## src/rtl/cpu_pkg.sv

```systemverilog
// Shared fetch-path definitions: word width, fetch FSM states, default reset PC
// and the {pc, instr} entry carried through the prefetch buffer.
package cpu_pkg;

  localparam int unsigned WORD_W = 16;

  localparam logic [WORD_W-1:0] DEFAULT_RESET_PC = 16'h0000;

  typedef enum logic [1:0] {
    IDLE    = 2'd0,
    WAIT    = 2'd1,
    DISCARD = 2'd2
  } fetch_state_e;

  typedef struct packed {
    logic [WORD_W-1:0] pc;
    logic [WORD_W-1:0] instr;
  } fetch_entry_t;

endpackage

```

## src/rtl/instr_fetch_if.sv

```systemverilog
// Fetch unit bus bundle: redirect input, instruction memory request/response
// and the instruction stream towards the CPU.
//   master : fetch unit side (drives imem_req/imem_addr and instr_*)
//   slave  : environment side (memory + CPU + redirect source)
interface instr_fetch_if;

  logic                        redirect_valid;
  logic [cpu_pkg::WORD_W-1:0]  redirect_pc;
  logic                        imem_req;
  logic [cpu_pkg::WORD_W-1:0]  imem_addr;
  logic                        imem_ack;
  logic [cpu_pkg::WORD_W-1:0]  imem_rdata;
  logic                        instr_valid;
  logic                        instr_ready;
  logic [cpu_pkg::WORD_W-1:0]  instr;
  logic [cpu_pkg::WORD_W-1:0]  instr_pc;

  modport master (
    input  redirect_valid, redirect_pc, imem_ack, imem_rdata, instr_ready,
    output imem_req, imem_addr, instr_valid, instr, instr_pc
  );

  modport slave (
    output redirect_valid, redirect_pc, imem_ack, imem_rdata, instr_ready,
    input  imem_req, imem_addr, instr_valid, instr, instr_pc
  );

endinterface

```

## src/rtl/fetch_fifo.sv

```systemverilog
// Prefetch buffer: synchronous FIFO of {pc, instr} entries with flush.
// Ports: clk, rst (async active-high), push/wr_data, pop, flush,
//        rd_data (registered head), full, empty, count.
module fetch_fifo
  import cpu_pkg::*;
#(
  parameter int unsigned DEPTH = 4
) (
  input  logic                           clk,
  input  logic                           rst,
  input  logic                           push,
  input  fetch_entry_t                   wr_data,
  input  logic                           pop,
  input  logic                           flush,
  output fetch_entry_t                   rd_data,
  output logic                           full,
  output logic                           empty,
  output logic [$clog2(DEPTH+1)-1:0]     count
);

  localparam int unsigned PTR_W = $clog2(DEPTH);
  localparam int unsigned CNT_W = $clog2(DEPTH+1);

  fetch_entry_t           mem_q [DEPTH];
  fetch_entry_t           mem_d [DEPTH];
  logic [PTR_W-1:0]       wr_ptr_q, wr_ptr_d;
  logic [PTR_W-1:0]       rd_ptr_q, rd_ptr_d;
  logic [CNT_W-1:0]       count_q, count_d;
  fetch_entry_t           head_q, head_d;
  logic                   full_q, full_d;
  logic                   empty_q, empty_d;
  logic                   do_push, do_pop;

  // Next-state for storage, pointers and the registered head view
  always_comb begin
    mem_d    = mem_q;
    wr_ptr_d = wr_ptr_q;
    rd_ptr_d = rd_ptr_q;
    do_pop   = pop && (count_q != '0);
    do_push  = push && ((count_q != CNT_W'(DEPTH)) || do_pop);
    if (do_push) begin
      mem_d[wr_ptr_q] = wr_data;
      wr_ptr_d        = wr_ptr_q + PTR_W'(1);
    end
    if (do_pop) begin
      rd_ptr_d = rd_ptr_q + PTR_W'(1);
    end
    count_d = count_q + CNT_W'(do_push) - CNT_W'(do_pop);
    if (flush) begin
      rd_ptr_d = wr_ptr_d;
      count_d  = '0;
    end
    // Head is looked up in the post-write array so a push into an empty
    // buffer is visible right after the pushing edge.
    head_d  = mem_d[rd_ptr_d];
    full_d  = (count_d == CNT_W'(DEPTH));
    empty_d = (count_d == '0);
  end

  always_ff @(posedge clk or posedge rst) begin
    if (rst) begin
      for (int unsigned i = 0; i < DEPTH; i++) mem_q[i] <= '0;
      wr_ptr_q <= '0;
      rd_ptr_q <= '0;
      count_q  <= '0;
      head_q   <= '0;
      full_q   <= 1'b0;
      empty_q  <= 1'b1;
    end else begin
      mem_q    <= mem_d;
      wr_ptr_q <= wr_ptr_d;
      rd_ptr_q <= rd_ptr_d;
      count_q  <= count_d;
      head_q   <= head_d;
      full_q   <= full_d;
      empty_q  <= empty_d;
    end
  end

  assign rd_data = head_q;
  assign full    = full_q;
  assign empty   = empty_q;
  assign count   = count_q;

endmodule

```

## src/rtl/instr_fetch.sv

```systemverilog
// Instruction fetch unit: single-outstanding memory requester feeding a
// prefetch buffer, with redirect/flush support.
// Ports: clk, reset (async active-high), bus (instr_fetch_if.master).
module instr_fetch
  import cpu_pkg::*;
#(
  parameter int unsigned       DEPTH    = 4,
  parameter logic [WORD_W-1:0] RESET_PC = DEFAULT_RESET_PC
) (
  input  logic          clk,
  input  logic          reset,
  instr_fetch_if.master bus
);

  localparam int unsigned CNT_W = $clog2(DEPTH+1);
  localparam int unsigned OCC_W = CNT_W + 1;

  fetch_state_e      state_q, state_d;
  logic [WORD_W-1:0] fetch_pc_q, fetch_pc_d;
  logic [WORD_W-1:0] imem_addr_q, imem_addr_d;
  logic              imem_req_q, imem_req_d;
  logic [WORD_W-1:0] pc_inc;
  logic              push, pop;
  fetch_entry_t      wr_entry, rd_entry;
  logic              fifo_full, fifo_empty;
  logic [CNT_W-1:0]  fifo_count;
  logic [OCC_W-1:0]  occ_after_push;

  assign pop            = bus.instr_valid & bus.instr_ready;
  assign pc_inc         = fetch_pc_q + WORD_W'(1);
  assign wr_entry       = '{pc: fetch_pc_q, instr: bus.imem_rdata};
  assign occ_after_push = {1'b0, fifo_count} + OCC_W'(1) - OCC_W'(pop);

  // Fetch FSM next-state and request generation
  always_comb begin
    state_d     = state_q;
    fetch_pc_d  = fetch_pc_q;
    imem_addr_d = imem_addr_q;
    push        = 1'b0;
    case (state_q)
      IDLE: begin
        if (bus.redirect_valid) begin
          fetch_pc_d = bus.redirect_pc;
        end else if (!fifo_full || pop) begin
          state_d     = WAIT;
          imem_addr_d = fetch_pc_q;
        end
      end
      WAIT: begin
        if (bus.redirect_valid) begin
          fetch_pc_d = bus.redirect_pc;
          state_d    = bus.imem_ack ? IDLE : DISCARD;
        end else if (bus.imem_ack) begin
          push       = 1'b1;
          fetch_pc_d = pc_inc;
          if (occ_after_push < OCC_W'(DEPTH)) imem_addr_d = pc_inc;
          else                                state_d     = IDLE;
        end
      end
      DISCARD: begin
        if (bus.redirect_valid) fetch_pc_d = bus.redirect_pc;
        if (bus.imem_ack)       state_d    = IDLE;
      end
      default: state_d = IDLE;
    endcase
    imem_req_d = (state_d != IDLE);
  end

  always_ff @(posedge clk or posedge reset) begin
    if (reset) begin
      state_q     <= IDLE;
      fetch_pc_q  <= RESET_PC;
      imem_addr_q <= '0;
      imem_req_q  <= 1'b0;
    end else begin
      state_q     <= state_d;
      fetch_pc_q  <= fetch_pc_d;
      imem_addr_q <= imem_addr_d;
      imem_req_q  <= imem_req_d;
    end
  end

  fetch_fifo #(.DEPTH(DEPTH)) u_fifo (
    .clk     (clk),
    .rst     (reset),
    .push    (push),
    .wr_data (wr_entry),
    .pop     (pop),
    .flush   (bus.redirect_valid),
    .rd_data (rd_entry),
    .full    (fifo_full),
    .empty   (fifo_empty),
    .count   (fifo_count)
  );

  assign bus.imem_req    = imem_req_q;
  assign bus.imem_addr   = imem_addr_q;
  assign bus.instr_valid = ~fifo_empty;
  assign bus.instr       = rd_entry.instr;
  assign bus.instr_pc    = rd_entry.pc;

endmodule

```

## src/flat_wrapper.sv

```systemverilog
// flat-port wrapper written by rule: the top's interface ports become plain ports
module instr_fetch_flat import cpu_pkg::*;
#(
  parameter int unsigned       DEPTH    = 4,
  parameter logic [WORD_W-1:0] RESET_PC = DEFAULT_RESET_PC
)
  (clk, reset, bus_redirect_valid, bus_redirect_pc, bus_imem_ack, bus_imem_rdata, bus_instr_ready, bus_imem_req, bus_imem_addr, bus_instr_valid, bus_instr, bus_instr_pc);
  instr_fetch_if bus_i ();
  input  logic clk;
  input  logic reset;
  input wire logic [$bits(bus_i.redirect_valid)-1:0] bus_redirect_valid;
  input wire logic [$bits(bus_i.redirect_pc)-1:0] bus_redirect_pc;
  input wire logic [$bits(bus_i.imem_ack)-1:0] bus_imem_ack;
  input wire logic [$bits(bus_i.imem_rdata)-1:0] bus_imem_rdata;
  input wire logic [$bits(bus_i.instr_ready)-1:0] bus_instr_ready;
  output wire logic [$bits(bus_i.imem_req)-1:0] bus_imem_req;
  output wire logic [$bits(bus_i.imem_addr)-1:0] bus_imem_addr;
  output wire logic [$bits(bus_i.instr_valid)-1:0] bus_instr_valid;
  output wire logic [$bits(bus_i.instr)-1:0] bus_instr;
  output wire logic [$bits(bus_i.instr_pc)-1:0] bus_instr_pc;
  assign bus_i.redirect_valid = bus_redirect_valid;
  assign bus_i.redirect_pc = bus_redirect_pc;
  assign bus_i.imem_ack = bus_imem_ack;
  assign bus_i.imem_rdata = bus_imem_rdata;
  assign bus_i.instr_ready = bus_instr_ready;
  assign bus_imem_req = bus_i.imem_req;
  assign bus_imem_addr = bus_i.imem_addr;
  assign bus_instr_valid = bus_i.instr_valid;
  assign bus_instr = bus_i.instr;
  assign bus_instr_pc = bus_i.instr_pc;
  instr_fetch #(.DEPTH(DEPTH), .RESET_PC(RESET_PC)) u_core (.clk(clk), .reset(reset), .bus(bus_i));
endmodule
```

## config.mk

```make
export PLATFORM = sky130hd
export DESIGN_NAME = instr_fetch_flat
export DESIGN_NICKNAME = d
export VERILOG_FILES = /design/src/rtl/cpu_pkg.sv /design/src/rtl/instr_fetch_if.sv /design/src/rtl/fetch_fifo.sv /design/src/rtl/instr_fetch.sv /design/src/flat_wrapper.sv
export SDC_FILE = /design/constraint.sdc
export NUM_CORES = 1
export LEC_CHECK = 0
export ABC_AREA = 1
export ABC_CLOCK_PERIOD_IN_PS = 11600
export CAP_MARGIN = 20
export CORE_MARGIN = 2
export CORE_UTILIZATION = 35
export DETAILED_ROUTE_END_ITERATION = 7
export PLACE_DENSITY_LB_ADDON = 0.15
export SETUP_SLACK_MARGIN = 0.2
export SLEW_MARGIN = 10
export SYNTH_ARGS = -nofsm -noshare
export SYNTH_HDL_FRONTEND = slang
export SYNTH_HIERARCHICAL = 1
export SYNTH_SLANG_ARGS = --single-unit
```

## constraint.sdc

```tcl
create_clock -name clk -period 11.6 [get_ports clk]
set_input_delay 2.32 -clock clk [delete_from_list [all_inputs] [get_ports clk]]
set_output_delay 2.32 -clock clk [all_outputs]
set_load 0.1 [all_outputs]
```

==> flow_summary.toml <==
[logic_synthesis]
async_reset_ff_share_pct = 100
synth_top_area_share_pct = 42.8
synth_area_um2 = 11900
synth_area_leaders = "dfrtp_1 (43%), nand2_1 (23%), nand3_1 (12%)"
yosys_most_used_dff = "dfrtp_1"
synth_cell_type_count = 32
seq_area_frac_synth_pct = 43.1
post_synth_inst_count = 1775
synth_edf_count = 0
synthesis.nets = 1820
ys_ff_latch = 204
synth.avg_cell_area_um2 = 6.68
yosysTopAreaCell = "dfrtp_1"
ys_warn_count = 6

[finish]
syn_to_final_growth_pct = 15.4
final_common_cell = "nand2_1"
layout_common_cells = "nand2_1 (739), nand3_1 (293), dfrtp_1 (203)"
fin_nets = 1842
layout-drive-gt1-share_pct = 8.49
utilization_pct = 40.9
stdcell_count = 2262
n_antenna_cell = 0

[timing]
grt_setup_unrepaired = "no"
hold_viol = 0
slew-limit-headroom_pct = 33.9
fin_crit_ns = 6.36
fin_skew_ns = 0.0159
finalSetupTns_ns = 0
slew_violations = 0
fmax_mhz = 157
setup_violations = 0
finalCritPeriodShare_pct = 54.8
tightest_slew_ns = 0.989

[pwr]
peakVddDrop_v = 0.000155
p_int_mw = 1.97
pwr-share-seq_pct = 30.1
power_mw = 3.95
p_clk_share_pct = 19.0
p_comb_share_pct = 50.9
power_density_nw_per_um2 = 289
p_sw_share_pct = 50.2
p_leak_nw = 7.23
p_sw_mw = 1.98

[placement]
dp.final_hpwl_um = 19400
gp_congestion = 0.770
dpl.cell_count = 2218
port-buffer-count = 86

[global_routing]
grt_pass1_vias = 10600
grt_util_met1_pct = 27.0
grtUsageTotal_pct = 19.6
grt_busiest_layer = "met2"
grt_start_max_net_pins = 99
gr-total-overflow = 0
grt_pass1_wl_um = 56600
use_met2_pct = 33.0
antenna_found_initial = 0
use_met3_pct = 2.60

[drt]
vias = 10900
ant_nets = 0
dr.pass1.iters = 7
drt_iter0_drc = 865
via_per_inst = 4.83
drc = 0
routed_wl_um = 34100
wl_per_cell_um = 15.1

[worst_setup_path]
required_ns = 12.01
worst_setup_path_end_kind = "flop"
worst-setup-path-type = "in -> reg"
startpoint = "bus_redirect_valid"
start_kind = "primary input"
slowest_delay_ns = 0.69
path_cells = "clkdlybuf4s50_1 > nor2_1 > inv_1 > nor2_4 > buf_4 > nand2_4 > nand2_1 > nand3_2 > buf_4 > nand2_2 > buf_4 > nand2_1 > nand3_1 > nand2_1"
r2r_start = "u_core/u_fifo/empty"
crit_path_max_fanout = 65
crit_arrival_ns = 6.77
cp_slowest_cell = "clkdlybuf4s50_1"

[cts]
cts.sinks = 204
cts_root_buffer = "clkbuf_16"
tritoncts.num_buffers = 25
post_cts_resized = 0
cts_max_level = 1
hold_buffers = 0
ctsLongestPathBuffers = 3
clk_pin_slew_ns = 0.05
cts_tree = "yes"
clk-insertion-delay-late_ns = 0.53
cts_setup_buffers = 0

[floorplanning]
row_count = 67
initial_utilization_pct = 35.5
die_h_um = 188
die_area_um2 = 35400
io_pins = 87
fp.coreArea_um2 = 33400
die_w_um = 188

[run_status]
status = "finished clean"

[job]
cap_viol_max_count = 0

[hold_path]
hp-start = "u_core/bus.imem_addr[1]"
hold_class = "reg -> reg"
==> worst paths after layout <==
kind,end,slack [ns],depth (start not counted)
max in group asynchronous,u_core/u_fifo/rd_data[5],7.64,3
hold reg to reg,u_core/bus.imem_addr[1],0.47,2
min in group asynchronous,u_core/bus.imem_addr[10],2.32,3
setup / recovery,u_core/u_fifo/rd_data[1],5.24,14
setup reg to reg,u_core/u_fifo/rd_data[14],7.26,14
hold / removal,u_core/bus.imem_addr[1],0.47,2
==> cell usage after synthesis (5+ instances only) <==
cell      count
nand2_1     741
nand3_1     295
dfrtp_1     203
inv_1       177
o21ai_0      72
buf_2        70
inv_2        66
nor2_1       51
clkbuf_1     24
ha_1          7
nand2_2       7
nor2_2        6
o21ai_1       6
buf_1         5
buf_4         5
==> routing by layer <==
layer	routed length, um	up-vias	share of wire (%)
met3	1390	32	4.1
met4	427	0	1.3
met1	16500	5177	48
met2	15800	206	46
li1	-	5506	-
met5	0	-	0
==> power by group through the flow <==
stage	clock network, mW	logic, mW	registers [mW]
after floorplan	0	1.06	1.68
after global placement	0	1.99	1.19
after detailed placement	0	2.02	1.20
after CTS	0.771	2.03	1.19
after global routing	0.800	2.24	1.22
final	0.749	2.01	1.19
==> stage by stage <==
stage	hold slack (ns)	setup WS, ns	instance area, um2
after floorplan	0.462	4.71	11900
after global placement	0.463	4.80	12900
after detailed placement	0.466	4.67	12900
after CTS	0.481	5.20	13700
after global routing	0.508	4.83	13700
final	0.474	5.24	13700
==> sequential cells by signal, summed over array words and instances (netlist names) <==
signal / count
u_core/u_fifo/mem_q: 128
u_core/u_fifo/rd_data: 32
u_core/bus.imem_addr: 16
u_core/fetch_pc_q: 16
u_core/u_fifo/count: 3
u_core/state_q: 2
u_core/u_fifo/rd_ptr_q: 2
u_core/u_fifo/wr_ptr_q: 2
u_core/bus.imem_req: 1
u_core/u_fifo/empty: 1
u_core/u_fifo/full: 1
==> worst max-delay path: cells and delay by family <==
family | cells | cell delay [ns]
buf+inv | 5 | 2.24
simple gates | 9 | 2.11
==> logic make-up (layout without fill, tap and decap cells) <==
| group | after synthesis | after routing | share of synthesized area [%] |
|---|---|---|---|
| AOI/OAI and AO/OA | 93 | 93 | 4.22 |
| DFF | 204 | 204 | 43.1 |
| buffers and inverters | 350 | 389 | 12.2 |
| and+or+nand+nor | 1114 | 1114 | 39.2 |
| adders and majority gates | 8 | 8 | 0.907 |
| xor gates and xnor gates | 6 | 6 | 0.443 |
==> final cells by class <==
type / instances / area [um2]
fillers: 3473 / 19800
multi-input cells: 1221 / 5350
flip-flops and latches: 204 / 5110
repair buffers: 102 / 981
inverters: 243 / 917
clock buffers: 38 / 744
well taps: 448 / 561
clock inverters: 6 / 30.0
Note: power is estimated with default switching activity, not from simulation.
